===== src/rtl/bg_pkg.sv =====
// Shared definitions for the background-removal controller and PE array.
// The one-hot state encoding is common to bg_ctrl and pe.
package bg_pkg;

   localparam int unsigned PIX_W = 8;
   localparam int unsigned ST_W  = 9;

   typedef enum logic [ST_W-1:0] {
      ST_IDLE     = 9'b000000001,
      ST_SUM_GO   = 9'b000000010,
      ST_SUM_WAIT = 9'b000000100,
      ST_ACCUM    = 9'b000001000,
      ST_SUM_ACK  = 9'b000010000,
      ST_BG_GO    = 9'b000100000,
      ST_BG_WAIT  = 9'b001000000,
      ST_BG_ACK   = 9'b010000000,
      ST_FIN      = 9'b100000000
   } state_t;

   // Clamp an unsigned quotient to the 8-bit pixel range.
   function automatic logic [PIX_W-1:0] sat8(input logic [31:0] v);
      return (v > 32'd255) ? PIX_W'(255) : PIX_W'(v);
   endfunction

endpackage


===== src/rtl/bg_avg_accum.sv =====
// Serial per-channel colour accumulator with shift divide and saturation.
// The result register only moves on add cycles, so it holds between passes.
module bg_avg_accum
   import bg_pkg::*;
#(
   parameter int unsigned SUM_W    = 16,
   parameter int unsigned NUM_PE   = 4,
   parameter int unsigned LOG2_PIX = 4
) (
   input  logic             clk,
   input  logic             reset,
   input  logic             clear,
   input  logic             add,
   input  logic [SUM_W-1:0] sum,
   output logic [PIX_W-1:0] result
);

   localparam int unsigned ACC_W = SUM_W + $clog2(NUM_PE);

   logic [ACC_W-1:0] acc;
   logic [ACC_W-1:0] acc_nxt;

   assign acc_nxt = acc + ACC_W'(sum);

   always_ff @(posedge clk) begin
      if (reset) begin
         acc    <= '0;
         result <= '0;
      end else if (clear) begin
         acc <= '0;
      end else if (add) begin
         acc    <= acc_nxt;
         result <= sat8(32'(acc_nxt >> LOG2_PIX));
      end
   end

endmodule


===== src/rtl/bg_ctrl.sv =====
// Sequencer for one background-removal pass over the PE array:
// sum phase, serial averaging, then bg-removal phase, with PE handshakes.
module bg_ctrl
   import bg_pkg::*;
#(
   parameter int unsigned NUM_PE   = 4,
   parameter int unsigned SUM_W    = 16,
   parameter int unsigned LOG2_PIX = 4,
   parameter int unsigned THR_W    = 18
) (
   input  logic                    Clk,
   input  logic                    Reset,
   input  logic                    Start,
   input  logic [THR_W-1:0]        thresh_in,
   input  logic [7:0]              bg_r_in,
   input  logic [7:0]              bg_g_in,
   input  logic [7:0]              bg_b_in,
   input  logic [NUM_PE-1:0]       Qi_vec,
   input  logic [NUM_PE-1:0]       Qsd_vec,
   input  logic [NUM_PE-1:0]       Qbgd_vec,
   input  logic [NUM_PE*SUM_W-1:0] red_sum_vec,
   input  logic [NUM_PE*SUM_W-1:0] green_sum_vec,
   input  logic [NUM_PE*SUM_W-1:0] blue_sum_vec,
   output logic                    Start_Sum,
   output logic                    Start_BgRemoval,
   output logic                    Ack,
   output logic [7:0]              red_exp,
   output logic [7:0]              green_exp,
   output logic [7:0]              blue_exp,
   output logic [THR_W-1:0]        threshold,
   output logic [7:0]              desired_bg_r,
   output logic [7:0]              desired_bg_g,
   output logic [7:0]              desired_bg_b,
   output logic                    Busy,
   output logic                    Done
);

   localparam int unsigned IDX_W = (NUM_PE > 1) ? $clog2(NUM_PE) : 1;
   localparam logic [IDX_W-1:0] LAST_K = IDX_W'(NUM_PE - 1);

   state_t           state;
   logic [IDX_W-1:0] k;
   logic             acc_clr;
   logic             acc_add;

   assign acc_clr = (state == ST_IDLE) && Start;
   assign acc_add = (state == ST_ACCUM);

   bg_avg_accum #(.SUM_W(SUM_W), .NUM_PE(NUM_PE), .LOG2_PIX(LOG2_PIX)) u_acc_r (
      .clk(Clk), .reset(Reset), .clear(acc_clr), .add(acc_add),
      .sum(red_sum_vec[32'(k) * SUM_W +: SUM_W]), .result(red_exp));

   bg_avg_accum #(.SUM_W(SUM_W), .NUM_PE(NUM_PE), .LOG2_PIX(LOG2_PIX)) u_acc_g (
      .clk(Clk), .reset(Reset), .clear(acc_clr), .add(acc_add),
      .sum(green_sum_vec[32'(k) * SUM_W +: SUM_W]), .result(green_exp));

   bg_avg_accum #(.SUM_W(SUM_W), .NUM_PE(NUM_PE), .LOG2_PIX(LOG2_PIX)) u_acc_b (
      .clk(Clk), .reset(Reset), .clear(acc_clr), .add(acc_add),
      .sum(blue_sum_vec[32'(k) * SUM_W +: SUM_W]), .result(blue_exp));

   // Strobes default low each cycle; each state raises what it owns for the next cycle.
   always_ff @(posedge Clk) begin
      if (Reset) begin
         state           <= ST_IDLE;
         k               <= '0;
         Start_Sum       <= 1'b0;
         Start_BgRemoval <= 1'b0;
         Ack             <= 1'b0;
         Busy            <= 1'b0;
         Done            <= 1'b0;
         threshold       <= '0;
         desired_bg_r    <= '0;
         desired_bg_g    <= '0;
         desired_bg_b    <= '0;
      end else begin
         Start_Sum       <= 1'b0;
         Start_BgRemoval <= 1'b0;
         Ack             <= 1'b0;
         Done            <= 1'b0;
         unique case (state)
            ST_IDLE: begin
               if (Start) begin
                  threshold    <= thresh_in;
                  desired_bg_r <= bg_r_in;
                  desired_bg_g <= bg_g_in;
                  desired_bg_b <= bg_b_in;
                  Start_Sum    <= 1'b1;
                  Busy         <= 1'b1;
                  state        <= ST_SUM_GO;
               end
            end
            ST_SUM_GO: state <= ST_SUM_WAIT;
            ST_SUM_WAIT: begin
               if (&Qsd_vec) begin
                  k     <= '0;
                  state <= ST_ACCUM;
               end
            end
            ST_ACCUM: begin
               if (k == LAST_K) begin
                  Ack   <= 1'b1;
                  state <= ST_SUM_ACK;
               end else begin
                  k <= k + IDX_W'(1);
               end
            end
            ST_SUM_ACK: begin
               if (&Qi_vec) begin
                  Start_BgRemoval <= 1'b1;
                  state           <= ST_BG_GO;
               end else begin
                  Ack <= 1'b1;
               end
            end
            ST_BG_GO: state <= ST_BG_WAIT;
            ST_BG_WAIT: begin
               if (&Qbgd_vec) begin
                  Ack   <= 1'b1;
                  state <= ST_BG_ACK;
               end
            end
            ST_BG_ACK: begin
               if (&Qi_vec) begin
                  Done  <= 1'b1;
                  state <= ST_FIN;
               end else begin
                  Ack <= 1'b1;
               end
            end
            ST_FIN: begin
               Busy  <= 1'b0;
               state <= ST_IDLE;
            end
            default: begin
               Busy  <= 1'b0;
               state <= ST_IDLE;
            end
         endcase
      end
   end

endmodule


===== config.mk =====
export PLATFORM = sky130hd
export DESIGN_NAME = bg_ctrl
export DESIGN_NICKNAME = d
export VERILOG_FILES = /design/src/rtl/bg_pkg.sv /design/src/rtl/bg_avg_accum.sv /design/src/rtl/bg_ctrl.sv
export SDC_FILE = /design/constraint.sdc
export NUM_CORES = 1
export LEC_CHECK = 0
export CAP_MARGIN = 20
export CELL_PAD_IN_SITES_DETAIL_PLACEMENT = 1
export CELL_PAD_IN_SITES_GLOBAL_PLACEMENT = 1
export CORE_MARGIN = 2
export CORE_UTILIZATION = 33
export CTS_BUF_LIST = sky130_fd_sc_hd__clkbuf_8 sky130_fd_sc_hd__clkbuf_16
export CTS_CLUSTER_SIZE = 20
export DETAILED_ROUTE_END_ITERATION = 10
export PLACE_DENSITY = 0.87
export SLEW_MARGIN = 0
export SYNTH_ARGS = -nofsm -noshare
export SYNTH_HDL_FRONTEND = slang
export SYNTH_SLANG_ARGS = --single-unit
export TNS_END_PERCENT = 5

===== constraint.sdc =====
create_clock -name Clk -period 5.29 [get_ports Clk]
set_input_delay 1.3225 -clock Clk [delete_from_list [all_inputs] [get_ports Clk]]
set_output_delay 1.3225 -clock Clk [all_outputs]
set_load 0.005 [all_outputs]

# After elaboration in Yosys (flattened, before gate mapping)
# Cells that the tools add are included.
[totals]
ff_bits = 136
inputBits = 249
out_inout_bits = 71
[op_classes]
add_sub_neg = 4
magnitude_cmp = 3
eq_ne = 16
n_shift = 3
muxes = 21
bitwise_logic = 5
reduce_logical = 16
[op_table]
columns = ["cell", "n"]
rows = [
  ["indexed part select 64 x 7 -> 16 bit", 3],
  ["case mux 9 bit (8 select lines)", 1],
  ["adder 18 x 16 -> 18 bit", 3],
  ["two-way mux 9 bit", 6],
  ["greater-than comparator 14 x 8 -> 1 bit (second input constant)", 3],
  ["two-way mux 8 bit", 3],
  ["!= test 2 bit (second input constant)", 6],
  ["AND reduction 4 bit", 3],
  ["OR reduction 2 bit", 5],
  ["== test 9 x 1 -> 1 bit (second input constant)", 1],
  ["== test 9 x 2 -> 1 bit (second input constant)", 1],
  ["== test 9 x 3 -> 1 bit (second input constant)", 1],
  ["== test 9 x 4 -> 1 bit (second input constant)", 1],
  ["== test 9 x 5 -> 1 bit (second input constant)", 1],
  ["== test 9 x 6 -> 1 bit (second input constant)", 1],
  ["== test 9 x 7 -> 1 bit (second input constant)", 1],
  ["== test 9 x 8 -> 1 bit (second input constant)", 1],
  ["OR reduction 7 bit", 1],
  ["two-way mux 1 bit", 6],
  ["AND reduction 2 bit", 3],
  ["AND reduction 6 bit", 1],
  ["NOT 1 bit", 5],
  ["two-way mux 2 bit", 2],
  ["case mux 2 bit (2 select lines)", 1],
  ["8 further kinds", 8],
]

# Depth between registers and ports, before layout
[logic_depth]
depth_word = 4
depth_mapped = 13

# Hierarchy
# From an unflattened synthesis, not the netlist that was laid out.
[unflattened]
hier_cells = 1010
area_unflattened_um2 = 9029.9
[by_module_without_submodules]
columns = ["mod", "instances", "cells_each", "area_per_inst_um2", "seq_area_each_um2"]
rows = [
  ["bg_avg_accum at u_acc_g ...", 2, 207, 1781.7, 520.5],
  ["bg_ctrl", 1, 343, 3407.0, 1161.1],
  ["bg_avg_accum at u_acc_b", 1, 253, 2059.5, 520.5],
]

# Worst setup path after synthesis
# Ideal clock, no wire load.
[synth_path]
path_type = "input-to-reg"
start = "in green_sum_vec[48]"
end = "reg u_acc_g.result[0]"
setup_ps = 145
t_arrival_ps = 3901
t_required_ps = 5145
path_slack_ps = 1244
stages = 10
path_buffers = 0
path_cell_list = "mux4_2 ha_1 fa_1 a211oi_1 o211ai_1 a21o_1 a31oi_1 xnor2_1 nor4_4 a31oi_1"
[synth_between]
elab_chain_len = 4
[synth_lines]
columns = ["element", "line", "rtl"]
rows = [
  ["start: declaration", "bg_ctrl.sv:22", "input logic [NUM_PE*SUM_W-1:0] green_sum_vec,"],
  ["indexed part select 64 x 7 -> 16 bit *", "bg_ctrl.sv:55", ".sum(green_sum_vec[32'(k) * SUM_W +: SUM_W]), .result(green_exp));"],
  ["adder 18 x 16 -> 18 bit *", "bg_avg_accum.sv:23", "assign acc_nxt = acc + ACC_W'(sum);"],
  ["greater-than comparator 14 x 8 -> 1 bit", "bg_pkg.sv:22", "return (v > 32'd255) ? PIX_W'(255) : PIX_W'(v);"],
  ["two-way mux 8 bit *", "bg_pkg.sv:22", ""],
  ["end signal: assignment", "bg_avg_accum.sv:33", "result <= sat8(32'(acc_nxt >> LOG2_PIX));"],
  ["end: declaration", "bg_avg_accum.sv:15", "output logic [PIX_W-1:0] result"],
]
# Mark *: on every way between the ends. The rest lies on a longest branch, timed or not.
# A chain may end at the register's enable or synchronous reset.

# Final worst setup path
[layout_path]
start = "in green_sum_vec[0]"
end = "reg u_acc_g.result[4]"
# Same word-level chain as after synthesis.

==> results.py <==
metrics = {
    "route": {
        "first_pass_iters": 5,
        "viasPerCell": 5.34,
        "first_iter_violations": 426,
        "postRouteAntennaNets": 0,
        "drcViolationCount": 0,
        "vias": 8905,
        "drt-total-wl_um": 29900,
        "wire_per_inst_um": 18.0,
    },
    "worst_setup_path": {
        "path_class": "input port to flop",
        "reg2reg_slack_ps": 1150,
        "setup.worst_path.end_class": "flop",
        "worstPathRequired_ps": 5550,
        "cpPeakStageDelay_ps": 560,
        "arrival_ps": 4800,
        "critPathMaxFanout": 8,
        "crit_top_cell": "a31oi_1",
        "slowest_stage": "nor4_4",
        "cp_cell_sequence": "clkdlybuf4s50_1, mux4_2, ha_1, fa_1, a211oi_1, o211ai_1, a21o_1, a31oi_1, xnor2_1, nor4_4, a31oi_1",
        "rr_worst_depth": 10,
        "path_delay_family": "compound AO/OA/AOI/OAI gates",
        "r2r_start": "k[0]",
        "worst-path-buf-inv": 1,
        "cp-start-kind": "input port",
        "r2r-end": "u_acc_b.result[0]",
    },
    "timing": {
        "setup_viol": 0,
        "finalCritPeriodShare": 0.859,
        "finalClockSkew_ps": 13.0,
        "clock.fmax_mhz": 220,
        "worstMarginPinSlew_ps": 921,
        "grt_setup_unrepaired": "false",
        "drv_slew": 0,
        "finalHoldViolations": 0,
        "whs_ps": 453,
        "tns_ps": 0,
        "slew_headroom": 0.386,
        "post-route-min-period_ps": 4540,
    },
    "clock_tree": {
        "cts_root_buffer": "clkbuf_16",
        "cts_hold_buf": 0,
        "htreeDepth": 4,
        "clock_sinks": 136,
        "clk_latency_ps": 420,
        "path_clk_slew_ps": 60,
        "clock_tree.buffer_depth": 2,
        "post-cts-setup-buffers": 0,
        "cts_tree": "done",
        "cts_resized": 0,
        "cts_made_buffers": 17,
    },
    "floorplan": {
        "dieArea_mm2": 0.0277,
        "coreArea_mm2": 0.0260,
        "io_pins": 320,
        "die_w_um": 166,
        "num_rows": 59,
        "start_util": 0.335,
        "die_h_um": 166,
    },
    "final_layout": {
        "synthToLayoutAreaGrowth_pct": 47.0,
        "drive_above_1_share": 0.0826,
        "fin_nets": 1620,
    },
    "power_and_ir_drop": {
        "powerDensity_mw_per_mm2": 221,
        "ir_drop_uv": 169,
        "leakagePower_uw": 0.00474,
        "finalPower_uw": 2820,
    },
    "synthesis": {
        "synth.largest_area_cell": "dfxtp_1",
        "synth-main-ff-cell": "dfxtp_1",
        "yosys_warnings": 0,
        "syn_nets": 1328,
        "synth.most_common_cell": "nand2_1",
        "syn-cell-area_mm2": 0.00870,
        "syn_avg_cell_area_um2": 8.48,
        "seq_area_frac_synth": 0.313,
        "netlist-cell-type-count": 63,
        "synth_top_cells_by_count": "190 x nand2_1, 136 x dfxtp_1, 135 x a21oi_1",
        "synth.area.top_cells": "dfxtp_1 31%, mux4_2 12%, nand2_1 8.2%",
        "synth.top_cell.area_share": 0.313,
        "synth_edf_count": 0,
        "synthCells": 1027,
        "ys_ff_latch": 136,
        "synthArstFlopShare": 0,
    },
    "hold_path": {
        "hold_depth": 2,
        "min_to": "threshold[16]",
        "hold_class": "flop to flop",
        "hp-start": "threshold[16]",
    },
    "job": {
        "maxCapViolations": 0,
    },
    "global_route": {
        "grt_pass1_wl_um": 48500,
        "globalRouteTotalUtil": 0.214,
        "globalRoute.totalOverflow": 0,
        "grt_start_max_net_pins": 81,
        "grt_pass1_vias": 9503,
        "antenna_found_initial": 1,
    },
    "placement": {
        "port_buffers": 319,
        "place_congestion": 0.833,
        "hpwl_um": 23200,
    },
    "status": {
        "status": "completed",
    },
}
## area by class of cell
| class | count | area (um2) |
|---|---|---|
| antenna | 1 | 2.50 |
| tap | 335 | 419 |
| fill | 3023 | 13200 |
| inverter | 17 | 63.8 |
| sequential | 136 | 2730 |
| clock inverter | 15 | 198 |
| timing repair buffer | 329 | 3260 |
| clock buffer | 17 | 425 |
| multi-input combinational | 818 | 5700 |
## tightest hold or removal path, stage by stage, from the launching register on
cell and delay (ps):
dfxtp_1 310, nand2_1 50, a21oi_1 50
## state kept, by name, indices dropped and copies added, names as in the netlist, 9 cells and up
register and count:
u_acc_r.acc 18, u_acc_g.acc 18, state 9, threshold 18, u_acc_b.acc 18
## stage by stage
stage	worst slack, ps	cells	cell area [um2]	utilization
after floorplan	1240	1027	8700	-
after global placement	496	1635	12200	0.468
after detailed placement	287	1635	12200	0.468
after CTS	736	1667	12800	0.492
after global routing	551	1668	12800	0.492
final	748	1668	12800	0.492
## power breakdown
group | internal, uW | leakage [uW] | total [uW] | switching (uW)
sequential | 1050 | 0.00110 | 1070 | 17.2
combinational | 292 | 0.00333 | 486 | 194
clock | 725 | 0.000303 | 1270 | 542
## cell families after synthesis
family	count (synthesis)	share of synthesized area
XOR/XNOR	46	0.0463
multiplexers	52	0.129
AND/OR/NAND/NOR	375	0.198
adder cells (fa/ha/maj)	52	0.0773
AO/OA/AOI/OAI	293	0.204
flip-flops	136	0.313
buffers and inverters	73	0.0329
## layout by cell type (no fill, tap or decap), drive strengths merged, types with 8 or more instances in the layout
cell and instances:
clkdlybuf4s50 318, nand2 190, dfxtp 136, a21oi 135
nor2 87, ha 49, mux4 48, o21ai 34
xor2 29, inv 27, a31oi 26, a211oi 20
o21bai 18, xnor2 17, clkbuf 17, nand3 15
a21o 14, nand2b 12, o211ai 11, nor3 11
buf 11, nand4 10, nor2b 8, or3 8
## metal layers
layer  up-vias  part of all wire  GRT usage
li1       4313                 -          -
met1      4312              0.43      0.256
met2       241              0.51      0.389
met3        39             0.046     0.0404
met4         0             0.020     0.0607
met5         -                 0          0
## how the worst max path moves through the flow
stage                      start           endpoint  slack, ps  cells after the start
4_1_cts         green_sum_vec[0]  u_acc_g.result[4]        740                     11
2_1_floorplan  green_sum_vec[48]  u_acc_g.result[0]       1240                     10
3_5_place_dp    green_sum_vec[0]  u_acc_g.result[7]        290                     11
3_3_place_gp    green_sum_vec[0]  u_acc_g.result[5]        500                     11
6_report        green_sum_vec[0]  u_acc_g.result[4]        750                     11
5_1_grt         green_sum_vec[0]  u_acc_g.result[4]        550                     11
Power figures use the tool's default switching activity.
